**config.mk**
```make
export PLATFORM = sky130hd
export DESIGN_NAME = mem_port_arbiter
export DESIGN_NICKNAME = d
export VERILOG_FILES = /design/src/rtl/cpu_defs_pkg.sv /design/src/rtl/byte_assembler.sv /design/src/rtl/mem_port_arbiter.sv
export SDC_FILE = /design/constraint.sdc
export NUM_CORES = 1
export LEC_CHECK = 0
export ABC_AREA = 1
export CORE_ASPECT_RATIO = 1.4
export CORE_UTILIZATION = 40
export CTS_CLUSTER_DIAMETER = 60
export DETAILED_ROUTE_END_ITERATION = 12
export MAX_ROUTING_LAYER = met4
export PLACE_DENSITY = 0.68
export SLEW_MARGIN = 20
export SYNTH_ARGS = -nofsm -noshare
export SYNTH_HDL_FRONTEND = slang
export SYNTH_SLANG_ARGS = --single-unit
```
**constraint.sdc**
```tcl
create_clock -name clk -period 7.9 [get_ports clk]
set_input_delay 2.37 -clock clk [delete_from_list [all_inputs] [get_ports clk]]
set_output_delay 2.37 -clock clk [all_outputs]
set_load 0.01 [all_outputs]
```
**src/rtl/cpu_defs_pkg.sv**
```systemverilog
// Shared definitions for the memory port arbiter.
// Contents:
//   ADDR_WIDTH_DEF - default address bus width
//   WIDTH_*        - mem_width encodings (3 is treated as word)
//   arb_state_e    - arbiter FSM states
//   width_to_bytes - number of byte transfers for a given width code
package cpu_defs_pkg;

    localparam int ADDR_WIDTH_DEF = 32;

    localparam logic [1:0] WIDTH_BYTE = 2'd0;
    localparam logic [1:0] WIDTH_HALF = 2'd1;
    localparam logic [1:0] WIDTH_WORD = 2'd2;

    typedef enum logic [2:0] {
        IDLE   = 3'd0,
        IF_RD  = 3'd1,
        MEM_RD = 3'd2,
        MEM_WR = 3'd3,
        DONE   = 3'd4
    } arb_state_e;

    // Width code 3 is not a legal encoding but is handled as a word.
    function automatic logic [2:0] width_to_bytes(input logic [1:0] width);
        case (width)
            WIDTH_BYTE: return 3'd1;
            WIDTH_HALF: return 3'd2;
            default:    return 3'd4;
        endcase
    endfunction

endpackage

```
**src/rtl/byte_assembler.sv**
```systemverilog
// Byte counter plus 32-bit assemble register shared by the read and write
// paths of mem_port_arbiter.
// Ports:
//   clk, rst         - clock, asynchronous active-low reset
//   load, load_data  - restart: cnt=0, register=load_data (store data or 0)
//   step             - advance the byte counter
//   cap, din         - write din into byte lane cnt-1 (read capture)
//   cnt              - current byte counter
//   data_next        - register value including this cycle's capture/load
//   next_byte        - byte lane cnt+1 of the register (next store byte)
module byte_assembler (
    input  logic        clk,
    input  logic        rst,
    input  logic        load,
    input  logic [31:0] load_data,
    input  logic        step,
    input  logic        cap,
    input  logic [7:0]  din,
    output logic [2:0]  cnt,
    output logic [31:0] data_next,
    output logic [7:0]  next_byte
);

    logic [2:0]  cnt_q, cnt_d;
    logic [31:0] data_q;
    logic [2:0]  cap_sub;
    logic [1:0]  cap_idx;
    logic [2:0]  nxt_sub;
    logic [1:0]  nxt_idx;

    // A read byte arrives one cycle after its address, so the byte
    // captured while the counter reads k belongs to lane k-1.
    assign cap_sub = cnt_q - 3'd1;
    assign cap_idx = cap_sub[1:0];
    assign nxt_sub = cnt_q + 3'd1;
    assign nxt_idx = nxt_sub[1:0];

    genvar gi;
    generate
        for (gi = 0; gi < 4; gi++) begin : g_lane
            assign data_next[8*gi +: 8] =
                load                           ? load_data[8*gi +: 8] :
                (cap && (cap_idx == 2'(gi)))   ? din                  :
                                                 data_q[8*gi +: 8];
        end
    endgenerate

    always_comb begin
        cnt_d = cnt_q;
        if (load) begin
            cnt_d = 3'd0;
        end else if (step) begin
            cnt_d = cnt_q + 3'd1;
        end
    end

    always_ff @(posedge clk or negedge rst) begin
        if (!rst) begin
            cnt_q  <= 3'd0;
            data_q <= 32'd0;
        end else begin
            cnt_q  <= cnt_d;
            data_q <= data_next;
        end
    end

    assign cnt       = cnt_q;
    assign next_byte = data_q[8*nxt_idx +: 8];

endmodule

```
**src/rtl/mem_port_arbiter.sv**
```systemverilog
// Shares one byte-wide RAM port between instruction fetch and the MEM-stage
// load/store unit, serialising 8/16/32-bit accesses into byte transfers.
// Ports:
//   clk, rst (async active-low), jump_flag_in (aborts an in-flight fetch)
//   if_req/if_addr -> if_data/if_done          : 4-byte fetches
//   mem_req/mem_we/mem_width/mem_addr/mem_wdata -> mem_rdata/mem_done
//   busy_line                                   : pipeline stall request
//   ram_addr/ram_wr/ram_dout/ram_din            : byte RAM, 1-cycle read
// Build option: define MEM_PORT_ARBITER_RR_EN for round-robin arbitration
// when both requests are pending; default is fixed MEM-over-IF priority.
module mem_port_arbiter
    import cpu_defs_pkg::*;
#(
    parameter int ADDR_WIDTH = ADDR_WIDTH_DEF,
    parameter int RAM_RD_LAT = 1
) (
    input  logic                  clk,
    input  logic                  rst,
    input  logic                  jump_flag_in,
    input  logic                  if_req,
    input  logic [ADDR_WIDTH-1:0] if_addr,
    output logic [31:0]           if_data,
    output logic                  if_done,
    input  logic                  mem_req,
    input  logic                  mem_we,
    input  logic [1:0]            mem_width,
    input  logic [ADDR_WIDTH-1:0] mem_addr,
    input  logic [31:0]           mem_wdata,
    output logic [31:0]           mem_rdata,
    output logic                  mem_done,
    output logic                  busy_line,
    output logic [ADDR_WIDTH-1:0] ram_addr,
    output logic                  ram_wr,
    output logic [7:0]            ram_dout,
    input  logic [7:0]            ram_din
);

    generate
        if (RAM_RD_LAT != 1) begin : g_bad_rd_lat
            $error("mem_port_arbiter: only RAM_RD_LAT=1 is supported");
        end
    endgenerate

    arb_state_e            state_q, state_d;
    logic [ADDR_WIDTH-1:0] base_q, base_d;
    logic [2:0]            nbytes_q, nbytes_d;
    logic [ADDR_WIDTH-1:0] ram_addr_q, ram_addr_d;
    logic                  ram_wr_q, ram_wr_d;
    logic [7:0]            ram_dout_q, ram_dout_d;
    logic [31:0]           if_data_q, if_data_d;
    logic [31:0]           mem_rdata_q, mem_rdata_d;
    logic                  if_done_q, if_done_d;
    logic                  mem_done_q, mem_done_d;

    logic                  asm_load, asm_step, asm_cap;
    logic [31:0]           asm_load_data;
    logic [2:0]            asm_cnt, cnt_nxt;
    logic [31:0]           asm_data_next;
    logic [7:0]            asm_next_byte;

    logic                  prefer_if, grant_mem, grant_if;

`ifdef MEM_PORT_ARBITER_RR_EN
    // Class of the last completed access; aborted fetches do not count.
    logic last_mem_q, last_mem_d;
    assign prefer_if = last_mem_q;
`else
    assign prefer_if = 1'b0;
`endif

    assign grant_mem = mem_req & ~(if_req & prefer_if);
    assign grant_if  = if_req & ~grant_mem;
    assign cnt_nxt   = asm_cnt + 3'd1;

    byte_assembler u_asm (
        .clk       (clk),
        .rst       (rst),
        .load      (asm_load),
        .load_data (asm_load_data),
        .step      (asm_step),
        .cap       (asm_cap),
        .din       (ram_din),
        .cnt       (asm_cnt),
        .data_next (asm_data_next),
        .next_byte (asm_next_byte)
    );

    always_comb begin
        state_d       = state_q;
        base_d        = base_q;
        nbytes_d      = nbytes_q;
        ram_addr_d    = ram_addr_q;
        ram_wr_d      = 1'b0;
        ram_dout_d    = ram_dout_q;
        if_data_d     = if_data_q;
        mem_rdata_d   = mem_rdata_q;
        if_done_d     = 1'b0;
        mem_done_d    = 1'b0;
        asm_load      = 1'b0;
        asm_load_data = 32'd0;
        asm_step      = 1'b0;
        asm_cap       = 1'b0;
`ifdef MEM_PORT_ARBITER_RR_EN
        last_mem_d    = last_mem_q;
`endif
        case (state_q)
            IDLE: begin
                // Byte 0 address (and store byte) is registered on the
                // accept edge so the RAM sees it in the first busy cycle.
                if (grant_mem) begin
                    base_d     = mem_addr;
                    nbytes_d   = width_to_bytes(mem_width);
                    ram_addr_d = mem_addr;
                    asm_load   = 1'b1;
                    if (mem_we) begin
                        state_d       = MEM_WR;
                        ram_wr_d      = 1'b1;
                        ram_dout_d    = mem_wdata[7:0];
                        asm_load_data = mem_wdata;
                    end else begin
                        state_d = MEM_RD;
                    end
                end else if (grant_if) begin
                    base_d     = if_addr;
                    nbytes_d   = 3'd4;
                    ram_addr_d = if_addr;
                    asm_load   = 1'b1;
                    state_d    = IF_RD;
                end
            end
            IF_RD, MEM_RD: begin
                if ((state_q == IF_RD) && jump_flag_in) begin
                    state_d = IDLE;
                end else begin
                    // Counter k: capture byte k-1 while issuing address k.
                    asm_step = 1'b1;
                    asm_cap  = (asm_cnt != 3'd0);
                    if (asm_cnt == nbytes_q) begin
                        state_d = DONE;
                        if (state_q == IF_RD) begin
                            if_data_d = asm_data_next;
                            if_done_d = 1'b1;
`ifdef MEM_PORT_ARBITER_RR_EN
                            last_mem_d = 1'b0;
`endif
                        end else begin
                            mem_rdata_d = asm_data_next;
                            mem_done_d  = 1'b1;
`ifdef MEM_PORT_ARBITER_RR_EN
                            last_mem_d = 1'b1;
`endif
                        end
                    end else if (cnt_nxt < nbytes_q) begin
                        ram_addr_d = base_q + ADDR_WIDTH'(cnt_nxt);
                    end
                end
            end
            MEM_WR: begin
                asm_step = 1'b1;
                if (cnt_nxt == nbytes_q) begin
                    state_d    = DONE;
                    mem_done_d = 1'b1;
`ifdef MEM_PORT_ARBITER_RR_EN
                    last_mem_d = 1'b1;
`endif
                end else begin
                    ram_wr_d   = 1'b1;
                    ram_addr_d = base_q + ADDR_WIDTH'(cnt_nxt);
                    ram_dout_d = asm_next_byte;
                end
            end
            DONE: begin
                state_d = IDLE;
            end
            default: begin
                state_d = IDLE;
            end
        endcase
    end

    always_ff @(posedge clk or negedge rst) begin
        if (!rst) begin
            state_q     <= IDLE;
            base_q      <= '0;
            nbytes_q    <= 3'd0;
            ram_addr_q  <= '0;
            ram_wr_q    <= 1'b0;
            ram_dout_q  <= 8'd0;
            if_data_q   <= 32'd0;
            mem_rdata_q <= 32'd0;
            if_done_q   <= 1'b0;
            mem_done_q  <= 1'b0;
`ifdef MEM_PORT_ARBITER_RR_EN
            last_mem_q  <= 1'b0;
`endif
        end else begin
            state_q     <= state_d;
            base_q      <= base_d;
            nbytes_q    <= nbytes_d;
            ram_addr_q  <= ram_addr_d;
            ram_wr_q    <= ram_wr_d;
            ram_dout_q  <= ram_dout_d;
            if_data_q   <= if_data_d;
            mem_rdata_q <= mem_rdata_d;
            if_done_q   <= if_done_d;
            mem_done_q  <= mem_done_d;
`ifdef MEM_PORT_ARBITER_RR_EN
            last_mem_q  <= last_mem_d;
`endif
        end
    end

    assign ram_addr  = ram_addr_q;
    assign ram_wr    = ram_wr_q;
    assign ram_dout  = ram_dout_q;
    assign if_data   = if_data_q;
    assign mem_rdata = mem_rdata_q;
    // A flush arriving in the DONE cycle of a fetch kills the pulse.
    assign if_done   = if_done_q & ~jump_flag_in;
    assign mem_done  = mem_done_q;
    // Stall in IDLE as soon as a request shows up so the requesting stage
    // holds; released in DONE so the pipeline advances on the done edge.
    assign busy_line = rst & (((state_q != IDLE) && (state_q != DONE)) ||
                              ((state_q == IDLE) && (if_req || mem_req)));

endmodule
```
==> results.cfg <==
[synthesis]
post_synth_mux_area_share_pct = 0.419
synth-simple-area-share_pct = 37.6
yosys.cell_types.count = 35
synthesis.instances = 1337
area_fraction_in_compound_gates_after_synthesis_pct = 5.89
cell_area_after_technology_mapping_sq_um = 9560
adder_cell_area_share_of_the_yosys_netlist_pct = 1.65
synth_sequential_area_ratio_pct = 47.1
synth_xor_area_share_pct = 0.183
ys_ff_latch = 180
synth_top_family_by_area = simple AND/OR/NAND/NOR gates
ys_warn_count = 0
syn_area_per_cell_sq_um = 7.15
postSynth.topFlopCell = dfrtp_1
postSynth.asyncResetShare_pct = 100
number_of_nets_produced_by_synthesis = 1461
synth-edff-count = 0

[floorplan]
placementRows = 66
chipWidth_um = 133
die_footprint_sq_um = 24500
dieHeight_um = 185
core_area_sq_um = 23400
ioPinCount = 220
initial_utilization_pct = 40.9

[clock_network]
cts-root-buf = clkbuf_16
cts_hold_buf = 0
postCtsSetupRepairBufs = 0
clkSlewWorstSetupHoldPaths_ns = 0.07
clock_tree_from_tritoncts = built
post_cts.resized_instances = 0
clock_tree.buffer_depth = 2
htree_levels = 4
cts_sinks = 180
tritoncts_buffers = 17
insertion_delay_ns = 0.44

[sta]
final_critical_path_setup_slack_ns = 1.55
skew_ns = 0.0108
final.period_utilization_pct = 80.4
setup_total_negative_slack_ns = 0
finalSetupViolations = 0
finalMaxSlewViolations = 0
finalHoldWorstSlack_ns = 0.477
grt_setup_unrepaired = no
slew_headroom_pct = 34.0
worst_pin_slew_ns = 0.984
hold_violations = 0
period_needed_ns = 6.35
max_freq_ghz = 0.157

[global_route]
gr-total-overflow = 0
grt_pass1_wl_um = 48200
grt_antenna_before_repair = 1
grt_start_max_net_pins = 69
first_global_vias = 9099
track_usage_pct = 26.6

[job]
max-cap-violations = 0

[final_layout]
multi_input_area_sq_um = 4380
post_route_cells_drive_above_1_share_pct = 4.28
area_added_between_synthesis_and_finish_pct = 30.5
final_cell_mix = nand2_1 (617), clkdlybuf4s50_1 (218), dfrtp_1 (179)
nFillCells = 2292
sequential_cell_area_sq_um = 4510
final_net_count = 1652
final_common_cell = nand2_1

[power_and_ir_drop]
power_leakage_nw = 6.14
total_power_mw = 4.86
power.ir.vdd_worst_uv = 247
power.density_cell_area_nw_per_um2 = 390

[route]
postRouteAntennaNets = 0
wl_met3_um = 1510
postRouteWirelength_um = 30800
topRoutingLayerUsed = met4
drt_pre_antenna_iters = 7
wl_per_cell_um = 16.7
detail_route.wirelength.met1_um = 12000
first_iter_violations = 505
vias = 9185
remaining_drc_errors = 0
wl_met2_um = 15800
viasPerCell = 4.97

[worst_setup_path]
cp_data_required_time_ns = 5.53
critical_path.endpoint_type = output port
critPathMaxFanout = 3
timing.critical_path.from = mem_req
timing.setup.critical_path_class = in -> out
worst_r2r_src = u_asm.cnt[0]
ff2ff_setup_slack_ns = 3.56
crit_arrival_ns = 3.98
crit_path_start_kind = input port

[placement]
place.detailed.hpwl_um = 22300
pre_cts_ws_ns = 1.58
routabilityCongestion = 0.947
placement.io_buffers = 219

[hold_path]
hold_class = reg -> reg
hold_path.startpoint = ram_addr[5]

[outcome]
result_of_the_run = complete, no violations
## critical path: stages
cell and delay (ns):
clkdlybuf4s50_1 0.56, nor2_1 0.11, nand2_1 0.12, nand2_1 0.06, a21oi_1 0.16, clkdlybuf4s50_1 0.60
## registers in the layout, indices dropped and copies added (netlist names)
register	cells
base_q	32
u_asm.cnt	3
if_done_q	1
mem_done	1
if_data	32
u_asm.data_q	32
nbytes_q	3
ram_dout	8
state_q	3
ram_addr	32
mem_rdata	32
ram_wr	1
## metal layers
metal,vias to the layer above,track usage (%)
met3,67,5.28
met1,4259,27.9
li1,4595,-
met4,0,13.7
met5,-,-
met2,264,47.3
## cell usage after synthesis (all sizes together), types with 4 or more instances
library cell | count | share of area, %
dfrtp | 180 | 47
clkbuf | 32 | 1.3
o21ai | 70 | 3.7
buf | 26 | 2.0
a31oi | 11 | 0.72
inv | 98 | 3.8
nand3 | 160 | 8.9
nand4 | 5 | 0.33
nor2 | 83 | 3.6
ha | 11 | 1.4
a21oi | 23 | 1.2
nand2 | 619 | 24
mux2i | 4 | 0.42
## power breakdown
group          total (mW)  switching, mW  internal [mW]
registers            1.63          0.294           1.33
logic                2.41           1.45          0.965
clock network       0.821          0.398          0.424
total                4.86           2.14           2.72
## worst paths after layout
kind,end,depth (start not counted)
worst max-delay path,busy_line,6
worst min-delay path,ram_addr[5],2
worst max register to register,ram_addr[22],12
worst min register to register,ram_addr[5],2
max in group asynchronous,if_data[0],2
min in group asynchronous,ram_addr[28],1
## area by class of cell
cell class / count / area share (%)
flip-flops and latches: 180 / 36.1
multi-input cells: 999 / 35.1
repair buffers: 230 / 18.2
clock buffers: 20 / 3.58
well taps: 306 / 3.07
inverters: 100 / 3.01
clock inverters: 12 / 0.873
diodes: 1 / 0.0201
## cell families after synthesis
logic type	after synthesis
buffers and inverters	158
adders and majority gates	12
muxes	4
and+or+nand+nor	873
AOI/OAI and AO/OA	108
DFF	180
xor gates and xnor gates	2
## per-stage QoR
step                      area [sq um]  util, %  instances
final                            12500     53.4       1848
after CTS                        12500     53.4       1847
after global placement           11900     51.0       1815
after floorplan                   9560        -       1337
after global routing             12500     53.4       1848
after detailed placement         11900     51.0       1815
Power figures use the tool's default switching activity.
